File: src/rtl/axis_arb_pkg.sv
// rtl/axis_arb_pkg.sv - shared types and helpers for the packet arbiter
package axis_arb_pkg;

  typedef enum logic {
    ARB_IDLE = 1'b0,
    ARB_BUSY = 1'b1
  } arb_state_t;

  // Round-robin increment: n-1 wraps back to 0
  function automatic int rr_next(input int ptr, input int n);
    return (ptr >= n - 1) ? 0 : ptr + 1;
  endfunction

endpackage

File: src/rtl/rr_select.sv
// rtl/rr_select.sv - combinational round-robin search starting at rr_ptr
module rr_select
  import axis_arb_pkg::*;
#(
  parameter int NUM_INPUTS = 4,
  parameter int SEL_BITS   = 2
) (
  input  logic [NUM_INPUTS-1:0] req,
  input  logic [SEL_BITS-1:0]   rr_ptr,
  output logic                  found,
  output logic [SEL_BITS-1:0]   sel
);

  int idx;

  // Walk rr_ptr, rr_ptr+1, ... (mod NUM_INPUTS); first requester wins
  always_comb begin
    found = 1'b0;
    sel   = '0;
    idx   = int'(rr_ptr);
    for (int i = 0; i < NUM_INPUTS; i++) begin
      if (!found && req[idx]) begin
        found = 1'b1;
        sel   = SEL_BITS'(idx);
      end
      idx = rr_next(idx, NUM_INPUTS);
    end
  end

endmodule

File: src/rtl/axis_packet_arbiter.sv
// rtl/axis_packet_arbiter.sv - packet-atomic round-robin AXI-Stream arbiter (optional AXIS_PACKET_ARBITER_TDEST_EN adds axis_o_tdest)
module axis_packet_arbiter
  import axis_arb_pkg::*;
#(
  parameter  int NUM_INPUTS     = 4,
  parameter  int AXIS_BYTES     = 1,
  parameter  int AXIS_USER_BITS = 1,
  localparam int SEL_BITS       = (NUM_INPUTS > 1) ? $clog2(NUM_INPUTS) : 1
) (
  input  logic                                 clk,
  input  logic                                 areset,
  output logic [NUM_INPUTS-1:0]                axis_i_tready,
  input  logic [NUM_INPUTS-1:0]                axis_i_tvalid,
  input  logic [NUM_INPUTS-1:0]                axis_i_tlast,
  input  logic [NUM_INPUTS*AXIS_BYTES*8-1:0]   axis_i_tdata,
  input  logic [NUM_INPUTS*AXIS_USER_BITS-1:0] axis_i_tuser,
  input  logic                                 axis_o_tready,
  output logic                                 axis_o_tvalid,
  output logic                                 axis_o_tlast,
  output logic [AXIS_BYTES*8-1:0]              axis_o_tdata,
  output logic [AXIS_USER_BITS-1:0]            axis_o_tuser,
  output logic                                 busy,
`ifdef AXIS_PACKET_ARBITER_TDEST_EN
  output logic [SEL_BITS-1:0]                  axis_o_tdest,
`endif
  output logic [SEL_BITS-1:0]                  grant
);

  localparam int DW = AXIS_BYTES * 8;
  localparam int UW = AXIS_USER_BITS;

  arb_state_t          state;
  arb_state_t          state_next;
  logic [SEL_BITS-1:0] grant_next;
  logic [SEL_BITS-1:0] rr_ptr;
  logic [SEL_BITS-1:0] rr_ptr_next;
  logic                req_found;
  logic [SEL_BITS-1:0] req_sel;
  logic                last_fire;

  rr_select #(
    .NUM_INPUTS(NUM_INPUTS),
    .SEL_BITS  (SEL_BITS)
  ) u_rr_select (
    .req   (axis_i_tvalid),
    .rr_ptr(rr_ptr),
    .found (req_found),
    .sel   (req_sel)
  );

  assign last_fire = axis_o_tvalid && axis_o_tready && axis_o_tlast;

  // State, grant and round-robin pointer registers
  always_ff @(posedge clk or posedge areset) begin
    if (areset) begin
      state  <= ARB_IDLE;
      grant  <= '0;
      rr_ptr <= '0;
    end else begin
      state  <= state_next;
      grant  <= grant_next;
      rr_ptr <= rr_ptr_next;
    end
  end

  // Arbitrate only in IDLE; hold the grant until the tlast handshake
  always_comb begin
    state_next  = state;
    grant_next  = grant;
    rr_ptr_next = rr_ptr;
    case (state)
      ARB_IDLE: begin
        if (req_found) begin
          grant_next = req_sel;
          state_next = ARB_BUSY;
        end
      end
      ARB_BUSY: begin
        if (last_fire) begin
          state_next  = ARB_IDLE;
          rr_ptr_next = SEL_BITS'(rr_next(int'(grant), NUM_INPUTS));
        end
      end
      default: state_next = ARB_IDLE;
    endcase
  end

  // Datapath mux on the registered grant; handshakes only pass while BUSY
  always_comb begin
    busy          = (state == ARB_BUSY);
    axis_i_tready = '0;
    axis_o_tvalid = 1'b0;
    axis_o_tlast  = 1'b0;
    axis_o_tdata  = axis_i_tdata[int'(grant)*DW +: DW];
    axis_o_tuser  = axis_i_tuser[int'(grant)*UW +: UW];
    if (state == ARB_BUSY) begin
      axis_o_tvalid        = axis_i_tvalid[grant];
      axis_o_tlast         = axis_i_tlast[grant];
      axis_i_tready[grant] = axis_o_tready;
    end
  end

`ifdef AXIS_PACKET_ARBITER_TDEST_EN
  assign axis_o_tdest = (state == ARB_BUSY) ? grant : '0;
`else
  // no tdest sideband in this build
`endif

endmodule

File: config.mk
export PLATFORM = sky130hd
export DESIGN_NAME = axis_packet_arbiter
export DESIGN_NICKNAME = d
export VERILOG_FILES = /design/src/rtl/axis_arb_pkg.sv /design/src/rtl/rr_select.sv /design/src/rtl/axis_packet_arbiter.sv
export SDC_FILE = /design/constraint.sdc
export NUM_CORES = 1
export LEC_CHECK = 0
export ABC_AREA = 1
export ABC_CLOCK_PERIOD_IN_PS = 1900
export BUFFER_PORTS_ARGS = -buffer_cell sky130_fd_sc_hd__buf_2
export CORE_MARGIN = 1
export CORE_UTILIZATION = 41
export CTS_CLUSTER_DIAMETER = 60
export DETAILED_ROUTE_END_ITERATION = 8
export PLACE_DENSITY = 0.87
export SLEW_MARGIN = 20
export SYNTH_ARGS = -nofsm -noshare
export SYNTH_HDL_FRONTEND = slang
export SYNTH_SLANG_ARGS = --single-unit
File: constraint.sdc
create_clock -name clk -period 1.9 [get_ports clk]
set_input_delay 0.095 -clock clk [delete_from_list [all_inputs] [get_ports clk]]
set_output_delay 0.095 -clock clk [all_outputs]
set_load 0.02 [all_outputs]
After elaboration in Yosys (flattened, before gate mapping)
Cells that the tools add are included.
{"block": "classes", "n_addsub": 4, "order_cmp": 10, "shifts": 2, "mux": 35, "n_bitwise": 2, "reduce_logical": 11}
{"operator": "$lt 32x4->1 const B", "count": 3}
{"operator": "$mux 32", "count": 3}
{"operator": "$add 32x2->32 const B", "count": 2}
{"operator": "$ge 32x3->1 const B", "count": 2}
{"operator": "$shiftx 32x6->8", "count": 1}
{"operator": "$mux 1", "count": 18}
{"operator": "$bmux 1 s2", "count": 6}
{"operator": "$mux 2", "count": 5}
{"operator": "$logic_and 1x1->1", "count": 6}
{"operator": "$lt 2x3->1 const B", "count": 2}
{"operator": "$and 4x4->4", "count": 1}
{"operator": "$ge 2x2->1 const B", "count": 2}
{"operator": "$mux 4", "count": 1}
{"operator": "$reduce_and 2->1", "count": 2}
{"operator": "$shiftx 4x3->1", "count": 1}
{"operator": "$add 2x1->3 const B", "count": 1}
{"operator": "$logic_not 1->1", "count": 3}
{"operator": "$add 2x1->2 const B", "count": 1}
{"operator": "$demux 1 s2", "count": 1}
{"operator": "$ge 2x1->1 const B", "count": 1}
{"operator": "$pmux 1 s2", "count": 1}
{"operator": "$not 1->1", "count": 1}
{"block": "word_totals", "regBits": 5, "in_bits": 47, "word_cells": 67}

Logic depth before layout (Yosys ltp)
Gate-level depths: netlist (run 1).
{"block": "logic_depth", "depth_word": 15, "ltp_mapped": 12, "ltp_nobuf": 12}

By module
From an unflattened synthesis (run 1), not the netlist that was laid out.
{"block": "hier_totals", "cells_unflattened": 164, "area_unflattened_um2": 994.7}
{"module": "axis_packet_arbiter", "instances": 1, "cells_per_inst": 112, "area_per_inst_um2": 664.4, "seq_area_each_um2": 125.1}
{"module": "rr_select", "instances": 1, "cells_per_inst": 52, "area_per_inst_um2": 330.3, "seq_area_each_um2": 0.0}

Worst setup path after synthesis (run 1)
OpenSTA, ideal clock, no wires.
{"block": "synth_path", "kind": "register to register", "start": "register rr_ptr[0]", "end": "register grant[0]", "setup_ns": 0.116, "arrival_ns": 1.595, "required_time_ns": 1.784, "path_slack_ns": 0.189, "path_stages_with_launch": 11, "synth_period_minus_slack_ns": 1.711, "cell_sequence": "dfrtp_1 -> ha_1 -> inv_2 -> nand3_1 -> nand2_4 -> nor2_4 -> nand2_4 -> o21ai_4 -> inv_2 -> nand2_1 -> nand2_1"}
{"block": "synth_between", "elab_chain_len": 14, "elab_cells_between_ends": 35}
{"element": "start: declaration", "line_no": "axis_packet_arbiter.sv:35", "text": "logic [SEL_BITS-1:0] rr_ptr;"}
{"element": "start signal: assignment", "line_no": "axis_packet_arbiter.sv:62", "text": "rr_ptr <= rr_ptr_next;"}
{"element": "parallel branches: the longest is 14 deep, another holds $add 32x2->32"}
{"element": "end signal: assignment", "line_no": "axis_packet_arbiter.sv:61", "text": "grant <= grant_next;"}
{"element": "end: declaration", "line_no": "axis_packet_arbiter.sv:26", "text": "output logic [SEL_BITS-1:0] grant"}
Parallel ways; which one is timed is not known. The select of a mux whose other input is x is not followed.
A chain may end at the register's enable or synchronous reset.

Final worst setup path (run 1)
{"block": "layout_path", "start": "register rr_ptr[1]", "end": "register grant[0]"}
Same word-level chain as after synthesis.

==> results of run 1 <==
==> cell families after synthesis <==
| kind of cell | synth area share, % |
|---|---|
| AO/OA/AOI/OAI | 27.1 |
| adder cells (fa/ha/maj) | 6.75 |
| buffers and inverters | 11.2 |
| flip-flops | 13.5 |
| AND/OR/NAND/NOR | 41.4 |
==> cell type report <==
type	count	area [um2]	area share, %
multi-input cells	124	698	52.5
repair buffers	71	375	28.2
flip-flops and latches	5	125	9.41
inverters	19	71.3	5.36
well taps	27	33.8	2.54
clock buffers	4	26.3	1.98
==> sequential cells by signal, summed over array words and instances (netlist names) <==
| signal | flops |
|---|---|
| grant | 2 |
| rr_ptr | 2 |
| busy | 1 |
==> per-layer routing <==
metal | up-vias | routed length (um) | global-route usage (%) | share of wire, %
met1 | 544 | 1350 | 32.0 | 50
met4 | 0 | 14 | 7.14 | 0.52
met3 | 2 | 164 | 5.25 | 6.1
met2 | 48 | 1150 | 36.9 | 43
met5 | - | 0 | 0 | 0
li1 | 648 | - | - | -
==> per-stage QoR <==
stage	power (mW)	utilization, %
2_1_floorplan	1.74	-
3_3_place_gp	2.22	63.4
3_5_place_dp	2.25	63.4
4_1_cts	2.39	65.1
5_1_grt	2.63	65.1
6_report	2.38	65.1
==> power breakdown <==
group / switching [mW] / internal [mW] / leakage (nW)
logic: 1.32 / 0.735 / 0.685
clock network: 0.0462 / 0.0796 / 0.0150
registers: 0.0528 / 0.155 / 0.0578
==> worst paths after layout <==
kind	from	endpoint	slack, ps	depth (start not counted)
setup reg to reg	rr_ptr[1]	grant[0]	150	10
hold / removal	areset	grant[0]	280	3
hold reg to reg	busy	busy	560	2
max in group asynchronous	areset	grant[1]	1440	3
setup / recovery	rr_ptr[1]	grant[0]	150	10
min in group clk	axis_o_tready	rr_ptr[0]	390	5
==> cells in the mapped netlist <==
cell type                  count
sky130_fd_sc_hd__a21boi_0      1
sky130_fd_sc_hd__a21oi_1       6
sky130_fd_sc_hd__a21oi_2       1
sky130_fd_sc_hd__buf_1         1
sky130_fd_sc_hd__clkbuf_1      4
sky130_fd_sc_hd__clkbuf_8      1
sky130_fd_sc_hd__dfrtp_1       5
sky130_fd_sc_hd__ha_1          5
sky130_fd_sc_hd__inv_1        15
sky130_fd_sc_hd__inv_2         4
sky130_fd_sc_hd__nand2_1      23
sky130_fd_sc_hd__nand2_4       5
sky130_fd_sc_hd__nand3_1       8
sky130_fd_sc_hd__nand3_2       3
sky130_fd_sc_hd__nand3b_1      1
sky130_fd_sc_hd__nand4_1       1
sky130_fd_sc_hd__nor2_1       32
sky130_fd_sc_hd__nor2_2        1
sky130_fd_sc_hd__nor2_4        1
sky130_fd_sc_hd__nor2_8        1
sky130_fd_sc_hd__o21ai_0      22
sky130_fd_sc_hd__o21ai_1       1
sky130_fd_sc_hd__o21ai_2       1
sky130_fd_sc_hd__o21ai_4       1
sky130_fd_sc_hd__o22a_1        1
sky130_fd_sc_hd__o22ai_1       9
==> worst reg2reg max path: stages, from the launching register on <==
cell and delay, ps:
sky130_fd_sc_hd__dfrtp_1 390, sky130_fd_sc_hd__ha_1 430, sky130_fd_sc_hd__inv_2 90, sky130_fd_sc_hd__nand3_1 140
sky130_fd_sc_hd__nand2_4 70, sky130_fd_sc_hd__nor2_4 160, sky130_fd_sc_hd__nand2_4 70, sky130_fd_sc_hd__o21ai_4 160
sky130_fd_sc_hd__inv_2 50, sky130_fd_sc_hd__nand2_1 60, sky130_fd_sc_hd__nand2_1 40
==> repair_timing <==
item | CTS | global route
endpoints found under the hold margin | 5 | 0
hold buffers | 1 | 0
resized for setup | 0 | 0
==> impl_results.md, run 1 <==
- Count of unresolved DRC violations after routing: 0
- Routed wire length per instance: 10.7 um
- H-tree depth reported by CTS: 1
- Highest clock frequency the design can meet: 572 MHz
- Number of buffers added on ports: 64
- Startpoint Class: flip-flop
- Post-placement cell count: 245
- Total I/O pin count: 65
- Number of setup violations in the final report: 0
- Pwr dens: 1790 nW/um2
- Summed negative setup slack over all endpoints: 0 ps
- Initial core utilization: 45.4%
- Arr. time, crit path: 1890 ps
- Vias: 1242
- Pin count of the biggest net entering global routing: 22
- Status: completed
- Category of the critical setup timing path: flip-flop to flip-flop
- Crit path time final: 1750 ps
- Required time at the worst-slack endpoint: 2040 ps
- Actual slew at the worst max-slew pin: 260 ps
- Tot GR Track Use: 23.6%
- Initial antenna violation count: 0
- Count of unique library cells instantiated by Yosys: 26
- Sequential-to-total area share from yosys stat: 13.5%
- Type of the tightest min-delay check: input port to async pin
- Buffers from clock root to sink, at most: 2
- Post-Route WL: 2680 um
- Ordered list of cells on the worst path: ha_1 > inv_2 > nand3_1 > nand2_4 > nor2_4 > nand2_4 > o21ai_4 > inv_2 > nand2_1 > nand2_1
- Worst hold-check slack: 283 ps
- Floorplan Core Area: 2040 um2
- Via count of the first global-routing pass: 1128
- Clock buffer count from CTS: 3
- Width of the chip: 49.6 um
- Row cnt: 16
- Number of nets in the finished design: 276
- Cells taking the most area after synthesis: sky130_fd_sc_hd__dfrtp_1 (13%), sky130_fd_sc_hd__nor2_1 (13%), sky130_fd_sc_hd__o21ai_0 (12%)
- Final worst clock skew: 2.24 ps
- CP peak stage delay: 430 ps
- Area enclosed by the die boundary: 2460 um2
- Clock root cell: sky130_fd_sc_hd__clkbuf_4
- Post-route standard cell area excluding fillers: 1330 um2
- Dominant cell type by area after synthesis: sky130_fd_sc_hd__dfrtp_1
- Critical Path End Type: flip-flop
- Global route total overflow: 0
- Flip-flop and latch count after synthesis: 5
- Post-detailed-route via-to-cell ratio: 4.97
- Max_cap viols: 0
- Iteration-0 DRC Markers: 28
- Synth warn: 0
- Setup slack after layout: 150 ps
- Worst-case setup slack after placement: 156 ps
- CTS tree: yes
- RSZ-0062 raised after global routing: false
- Share of post-route cells with drive strength above 1: 40.8%
- Final GP Congestion: 0.880
- Hpwl dp: 2170 um
- Antenna cells: 0
- Wire length of the first global-routing pass: 4540 um
- Leakage component of the power: 0.758 nW
- Area growth, synth to finish: 43.5%
- Fillcell total: 208
- Clk_lat worst skew: 250 ps
- Post-CTS Setup Repair Bufs: 0
- Residual antenna-violating net count after detailed routing: 0
- Number of search-and-repair iterations in the first detailed-routing pass: 4
- Synthesized net count: 206
- Commonest cells after routing, fill and taps aside: sky130_fd_sc_hd__buf_2 (64), sky130_fd_sc_hd__nor2_1 (32), sky130_fd_sc_hd__nand2_1 (23)
- Fraction of post-synthesis cell area in the top cell type by area: 13.5%
- Slowest stage cell on the critical path: sky130_fd_sc_hd__ha_1
- Cell area after synthesis: 927 um2
- Hold violation count in the final report: 0
- Area post-placement: 1290 um2
- Count of final max-slew check failures: 0
- Final cell count without fillers: 250
- Post-synthesis cell count: 154
- Kind of cell adding the most delay to the critical path: simple AND/OR/NAND/NOR gates
- Slew margin rel.: 82.5%
- Clock transition at path regs: 40 ps
- Mean instance size in the synthesized netlist: 6.02 um2
- Count of clock tree sinks: 5
- Highest net fanout along the worst path: 7
- CP bufs+invs: 2
- Vert. Die Dim: 49.6 um
- Share of the cycle needed by the critical path after routing: 92.1%
- IR drop worst, VDD: 0.000895 V
- Most frequent standard cell in the layout excluding fill and tap cells: sky130_fd_sc_hd__buf_2
Power figures use the tool's default switching activity.
==> run 2: changes to the inputs <==
Settings changed: ABC_AREA 1 to unset, CAP_MARGIN set to 30, CORE_UTILIZATION 41 to 42.
==> impl_results.md, run 2 <==
- Depth of the worst register-to-register path: 6 (-4)
- Share of synthesized registers carrying an async set or reset: 100% (unchanged)
- Initial antenna violation count: 0 (unchanged)
- Area growth, synth to finish: 46.4%
- Residual antenna-violating net count after detailed routing: 0 (unchanged)
- Hold path cells: 3
- Flip-flop and latch count after synthesis: 5 (unchanged)
- Global route total overflow: 0 (unchanged)
- Synth warn: 0 (unchanged)
- Buffers from clock root to sink, at most: 2 (unchanged)
- Count of unique library cells instantiated by Yosys: 39 (+50%)
- Top-count cell post-synth: sky130_fd_sc_hd__mux4_2
- Number of search-and-repair iterations in the first detailed-routing pass: 4 (unchanged)
- Max_cap viols: 0 (unchanged)
- Type of the tightest min-delay check: input port to flip-flop
- Share of post-route cells with drive strength above 1: 62.6% (+22 points)
- Vert. Die Dim: 50.5 um (+2.0%)
- CTS tree: yes
- FF-to-FF End: grant[1]
- Crit path time final: 1920 ps (+175 ps)
- Post-placement cell count: 191 (-22%)
- Pin count of the biggest net entering global routing: 13 (-41%)
- Width of the chip: 50.5 um (+2.0%)
- Cells taking the most area after synthesis: sky130_fd_sc_hd__mux4_2 (30%), sky130_fd_sc_hd__dfrtp_1 (13%), sky130_fd_sc_hd__ha_1 (6.3%)
- Violated checks: setup timing
- Crit Reg-Reg Startpoint: rr_ptr[0]
- Power, Total: 2.28 mW (-4.6%)
- Share of the cycle needed by the critical path after routing: 101% (+9.2 points)
- Fraction of post-synthesis cell area in the top cell type by area: 29.6% (+16 points)
- Count of unresolved DRC violations after routing: 0 (unchanged)
- Status: finished, violations left
- Arr. time, crit path: 2040 ps (+150 ps)
- Post-detailed-route via-to-cell ratio: 5.68 (+14%)
- Critical Path End Type: flip-flop
- Highest clock frequency the design can meet: 520 MHz (-9.1%)
- Synthesized net count: 151 (-27%)
- Min-Delay Startpoint: axis_o_tready
- Most frequent standard cell in the layout excluding fill and tap cells: sky130_fd_sc_hd__buf_2
- Sequential-to-total area share from yosys stat: 12.6% (-0.85 points)
- Post-Route WL: 3110 um (+16%)
- Clk_lat worst skew: 240 ps (about the same)
- Slowest stage cell on the critical path: sky130_fd_sc_hd__mux4_2
- Hold violation count in the final report: 0 (unchanged)
- Clock root cell: sky130_fd_sc_hd__clkbuf_4
- Sink of the worst hold path: rr_ptr[0]
- Tot GR Track Use: 28.1% (+4.5 points)
- Antenna cells: 0 (unchanged)
- Count of final max-slew check failures: 0 (unchanged)
- Number of nets in the finished design: 224 (-19%)
- Initial core utilization: 44.7% (-0.66 points)
- Critical path launch point: rr_ptr[0]
- Ordered list of cells on the worst path: ha_4 > nor2_4 > mux4_2 > a41oi_4 > mux2i_1 > o21ai_1
- Number of enable flip-flop cells after synthesis: 0 (unchanged)
- Final cell count without fillers: 199 (-20%)
- Wire length of the first global-routing pass: 5220 um (+15%)
- Highest net fanout along the worst path: 4 (-3)
- Via count of the first global-routing pass: 1160 (+2.8%)
- Final worst clock skew: 4.29 ps (+2.05 ps)
- Leakage component of the power: 0.705 nW (-7.0%)
- Row cnt: 17 (+1)
- List of most frequent post-synthesis cells: sky130_fd_sc_hd__mux4_2 (13), sky130_fd_sc_hd__inv_1 (7), sky130_fd_sc_hd__buf_2 (6)
- H-tree depth reported by CTS: 1 (unchanged)
- Number of buffers added on ports: 64 (unchanged)
- Post-route standard cell area excluding fillers: 1450 um2 (+8.9%)
- Cell area after synthesis: 990 um2 (+6.7%)
- Hpwl dp: 2630 um (+21%)
- Category of the critical setup timing path: flip-flop to flip-flop
- Actual slew at the worst max-slew pin: 368 ps (+109 ps)
- Clock buffer count from CTS: 3 (unchanged)
- Dominant cell type by area after synthesis: sky130_fd_sc_hd__mux4_2
- Area post-placement: 1380 um2 (+6.5%)
- Pwr dens: 1570 nW/um2 (-12%)
- Vias: 1131 (-8.9%)
- Iteration-0 DRC Markers: 36 (+29%)
- Required time at the worst-slack endpoint: 2020 ps (-20 ps)
- Total I/O pin count: 65 (unchanged)
- Reg2Reg Setup Slack: -20 ps (-170 ps)
- Final GP Congestion: 0.903 (+2.6%)
- RSZ-0062 raised after global routing: true
- Top FF cell, synth: sky130_fd_sc_hd__dfrtp_1
- Clock transition at path regs: 50 ps (about the same)
- Fillcell total: 200 (-3.8%)
- Floorplan Core Area: 2210 um2 (+8.3%)
- Mean instance size in the synthesized netlist: 10.0 um2 (+66%)
- Setup slack after layout: -24.1 ps (-175 ps)
- Routed wire length per instance: 15.6 um (+46%)
- Worst hold-check slack: 269 ps (-14.0 ps)
- Post-synthesis cell count: 99 (-36%)
- Area enclosed by the die boundary: 2550 um2 (+4.0%)
- Startpoint Class: flip-flop
- Slew margin rel.: 74.8% (-7.7 points)
- Count of clock tree sinks: 5 (unchanged)
- IR drop worst, VDD: 0.00102 V (+14%)
- Commonest cells after routing, fill and taps aside: sky130_fd_sc_hd__buf_2 (64), sky130_fd_sc_hd__mux4_2 (13), sky130_fd_sc_hd__buf_4 (12)
- Number of setup violations in the final report: 1 (+1)
- CP peak stage delay: 540 ps (+110 ps)
[run 2: cell types whose count changed after synthesis, sizes merged, moves of 11 or more]
cell   previous run  this run
nor2             35         7
nand2            28         3
o21ai            25         3
mux4              0        13
inv              19         8
[run 2: worst max-delay path: cells and delay by family (launching register included)]
family,cells,cell delay (ps)
compound gates,2,350
flops,1,430
mux,2,740
fa+ha+maj,1,180
simple gates,1,100
[run 2: timing repair]
action | CTS | global route
hold buffers | 1 | 0
pin swaps | 0 | 2
resized for setup | 1 | 3
endpoints found under the setup margin | 1 | 12
endpoints found under the hold margin | 5 | 0
setup buffers | 0 | 3
[run 2: per-layer routing]
metal / vias up / track usage [%] / share of wire [%]
li1: 529 / - / -
met1: 528 / 31.0 / 34
met2: 70 / 51.6 / 55
met3: 4 / 6.06 / 9.6
met4: 0 / 11.1 / 1.4
met5: - / 0 / 0
[run 2: cell families after synthesis]
family                   count (synthesis)  share of synthesized area (%)
AND/OR/NAND/NOR                         29                           16.1
adder cells (fa/ha/maj)                  5                           6.32
multiplexers                            21                           38.1
buffers and inverters                   19                           9.86
AO/OA/AOI/OAI                           20                           17.1
flip-flops                               5                           12.6
[run 2: stage by stage]
step	TNS (ps)	setup WS [ps]	util, %
6_report	-24.1	-24.1	65.5
2_1_floorplan	0	4.63	-
4_1_cts	-23.6	-23.6	64.0
5_1_grt	-178	-108	65.5
3_3_place_gp	0	28.7	62.3
3_5_place_dp	-57.5	-57.5	62.3
[run 2: worst max-delay path by stage]
stage,end
2_1_floorplan,grant[1]
3_3_place_gp,grant[1]
3_5_place_dp,grant[1]
4_1_cts,grant[1]
5_1_grt,grant[1]
6_report,grant[1]
[run 2: power by group]
part | total, mW | leakage (nW) | switching [mW] | internal [mW]
logic | 1.90 | 0.631 | 0.960 | 0.943
registers | 0.248 | 0.0589 | 0.0899 | 0.158
clock network | 0.124 | 0.0150 | 0.0446 | 0.0795
total | 2.28 | 0.705 | 1.09 | 1.18
[run 2: cell type report]
cell class	instances	area (um2)	area share [%]
Clock buffer	4	26.3	1.81
Inverter	8	30.0	2.07
Tap cell	28	35.0	2.42
Sequential cell	5	126	8.72
Timing Repair Buffer	79	443	30.6
Multi-Input combinational cell	75	788	54.4
==> run 3: changes to the inputs <==
Settings changed: CORE_UTILIZATION 42 to 30, PLACE_DENSITY 0.87 to 0.67.
==> impl_results.md, run 3 (synthesis results as in run 2) <==
- Status: finished, violations left
- Violated checks: setup timing
- Share of the cycle needed by the critical path after routing: 100% (-1.2 points)
- Row cnt: 20 (+3)
- IR drop worst, VDD: 0.000655 V (-36%)
- Hold violation count in the final report: 0 (unchanged)
- Summed negative setup slack over all endpoints: -1.78 ps (+22.4 ps)
- CTS tree: yes
- Floorplan Core Area: 3100 um2 (+40%)
- Category of the critical setup timing path: flip-flop to flip-flop
- Highest clock frequency the design can meet: 526 MHz (+1.2%)
- Leakage component of the power: 0.679 nW (-3.7%)
- Tot GR Track Use: 16.8% (-11 points)
- Commonest cells after routing, fill and taps aside: sky130_fd_sc_hd__buf_2 (64), sky130_fd_sc_hd__mux4_2 (13), sky130_fd_sc_hd__buf_4 (8)
- H-tree depth reported by CTS: 1 (unchanged)
- Actual slew at the worst max-slew pin: 345 ps (-23.0 ps)
- CP bufs+invs: 0 (unchanged)
- Final core area utilization: 46.1% (-19 points)
- Type of the tightest min-delay check: input port to flip-flop
- Crit path time final: 1900 ps (-22.4 ps)
- Clock root cell: sky130_fd_sc_hd__clkbuf_4
- Hpwl dp: 2360 um (-10%)
- Highest net fanout along the worst path: 4 (unchanged)
- Buffers from clock root to sink, at most: 2 (unchanged)
- Area enclosed by the die boundary: 3530 um2 (+38%)
- Residual antenna-violating net count after detailed routing: 0 (unchanged)
- Vert. Die Dim: 59.4 um (+18%)
- RSZ-0062 raised after global routing: true
- Count of final max-slew check failures: 0 (unchanged)
- Post-Route WL: 2840 um (-8.5%)
- Count of clock tree sinks: 5 (unchanged)
- Vias: 1111 (-1.8%)
- Depth of the worst register-to-register path: 6 (unchanged)
- Wire length of the first global-routing pass: 4530 um (-13%)
- Area growth, synth to finish: 44.6%
- Ordered list of cells on the worst path: ha_4 > nor2_4 > mux4_2 > a41oi_4 > mux2i_1 > o21ai_1
- Startpoint Class: flip-flop
- Crit Reg-Reg Startpoint: rr_ptr[0]
- Capture point of the worst path: grant[1]
- Max_cap viols: 0 (unchanged)
- Required time at the worst-slack endpoint: 2030 ps (about the same)
- Critical Path End Type: flip-flop
- Slew margin rel.: 77.0% (+2.2 points)
- Total I/O pin count: 65 (unchanged)
- Routed wire length per instance: 13.5 um (-13%)
- Clock buffer count from CTS: 3 (unchanged)
- Final GP Congestion: 0.887 (-1.7%)
- Initial antenna violation count: 0 (unchanged)
- Share of post-route cells with drive strength above 1: 62.7% (+0.078 points)
- Clock transition at path regs: 50 ps (about the same)
- Number of buffers added on ports: 64 (unchanged)
- Global route total overflow: 0 (unchanged)
- Total area of sequential cells: 126 um2 (unchanged)
- Iteration-0 DRC Markers: 28 (-22%)
- Slowest stage cell on the critical path: sky130_fd_sc_hd__mux4_2
- Fillcell total: 296 (+48%)
- Clk_lat worst skew: 250 ps (about the same)
- Levels on crit path: 6 (unchanged)
- Setup slack after layout: -1.78 ps (+22.4 ps)
- Multi-input logic area: 791 um2 (+0.32%)
- CP peak stage delay: 540 ps (about the same)
- Kind of cell adding the most delay to the critical path: multiplexers
- FF-to-FF End: grant[1]
- Pwr dens: 1530 nW/um2 (-2.9%)
- Via count of the first global-routing pass: 1090 (-6.0%)
- Antenna cells: 0 (unchanged)
- Number of search-and-repair iterations in the first detailed-routing pass: 4 (unchanged)
- Critical path launch point: rr_ptr[0]
- Post-detailed-route via-to-cell ratio: 5.29 (-6.9%)
- Most frequent standard cell in the layout excluding fill and tap cells: sky130_fd_sc_hd__buf_2
- Final worst clock skew: 7.40 ps (+3.11 ps)
- Reg2Reg Setup Slack: -2 ps (+20 ps)
- Number of setup violations in the final report: 1 (unchanged)
- Count of unresolved DRC violations after routing: 0 (unchanged)
- Number of nets in the finished design: 219 (-2.2%)
- Width of the chip: 59.4 um (+18%)
- Initial core utilization: 31.9% (-13 points)
- Arr. time, crit path: 2030 ps (about the same)
- Pin count of the biggest net entering global routing: 12 (-1)
==> run 3: cell type report <==
type                    count  share of cell area, %
multi-input cells          75                   55.2
repair buffers             74                   28.1
flip-flops and latches      5                   8.83
well taps                  44                   3.85
inverters                   8                   2.10
clock buffers               3                   1.57
clock inverters             1                  0.350
==> run 3: worst register-to-register path: cells and delay by family, from the launching register on <==
kind                       cells  cell delay (ps)
DFF                            1              440
muxes                          2              740
AOI/OAI and AO/OA              2              320
and+or+nand+nor                1              100
adders and majority gates      1              190
==> run 3: where the power goes <==
| part | switching (mW) | internal (mW) | total [mW] | leakage, nW |
|---|---|---|---|---|
| Combinational | 0.928 | 0.878 | 1.81 | 0.602 |
| Sequential | 0.0959 | 0.158 | 0.254 | 0.0589 |
| Clock | 0.0478 | 0.0764 | 0.124 | 0.0177 |
==> run 3: worst min path at each step <==
stage | endpoint | slack, ps | cells after the start | start
2_1_floorplan | busy | -130 | 1 | areset
3_3_place_gp | busy | 0.5 | 2 | areset
3_5_place_dp | busy | 9 | 2 | areset
4_1_cts | rr_ptr[0] | 230 | 3 | axis_o_tready
5_1_grt | rr_ptr[0] | 250 | 3 | axis_o_tready
6_report | rr_ptr[0] | 240 | 3 | axis_o_tready
==> run 3: routing by layer <==
metal / global-route usage, % / share of wire, % / vias up
met4: 3.74 / 0.42 / 0
met2: 29.7 / 52 / 67
met5: 0 / 0 / -
met1: 20.9 / 40 / 524
li1: - / - / 518
met3: 3.28 / 7.3 / 2
==> run 3: repair_timing <==
item / 4_1_cts / 5_1_grt
buffers inserted: 0 / 1
hold endpoints to repair: 5 / 0
pin swaps: 0 / 3
hold buffers: 1 / 0
gates resized for setup: 1 / 3
endpoints found under the setup margin: 1 / 2
==> run 3: per-stage QoR <==
step	hold WS [ps]	power, mW	setup WS [ps]	cell area, um2	instances
2_1_floorplan	-126	1.54	4.63	1010	99
5_1_grt	246	2.36	-96.8	1430	210
3_5_place_dp	9.26	2.00	0.581	1380	204
6_report	241	2.18	-1.78	1430	210
3_3_place_gp	0.478	1.97	49.9	1380	204
4_1_cts	229	2.15	2.43	1410	209
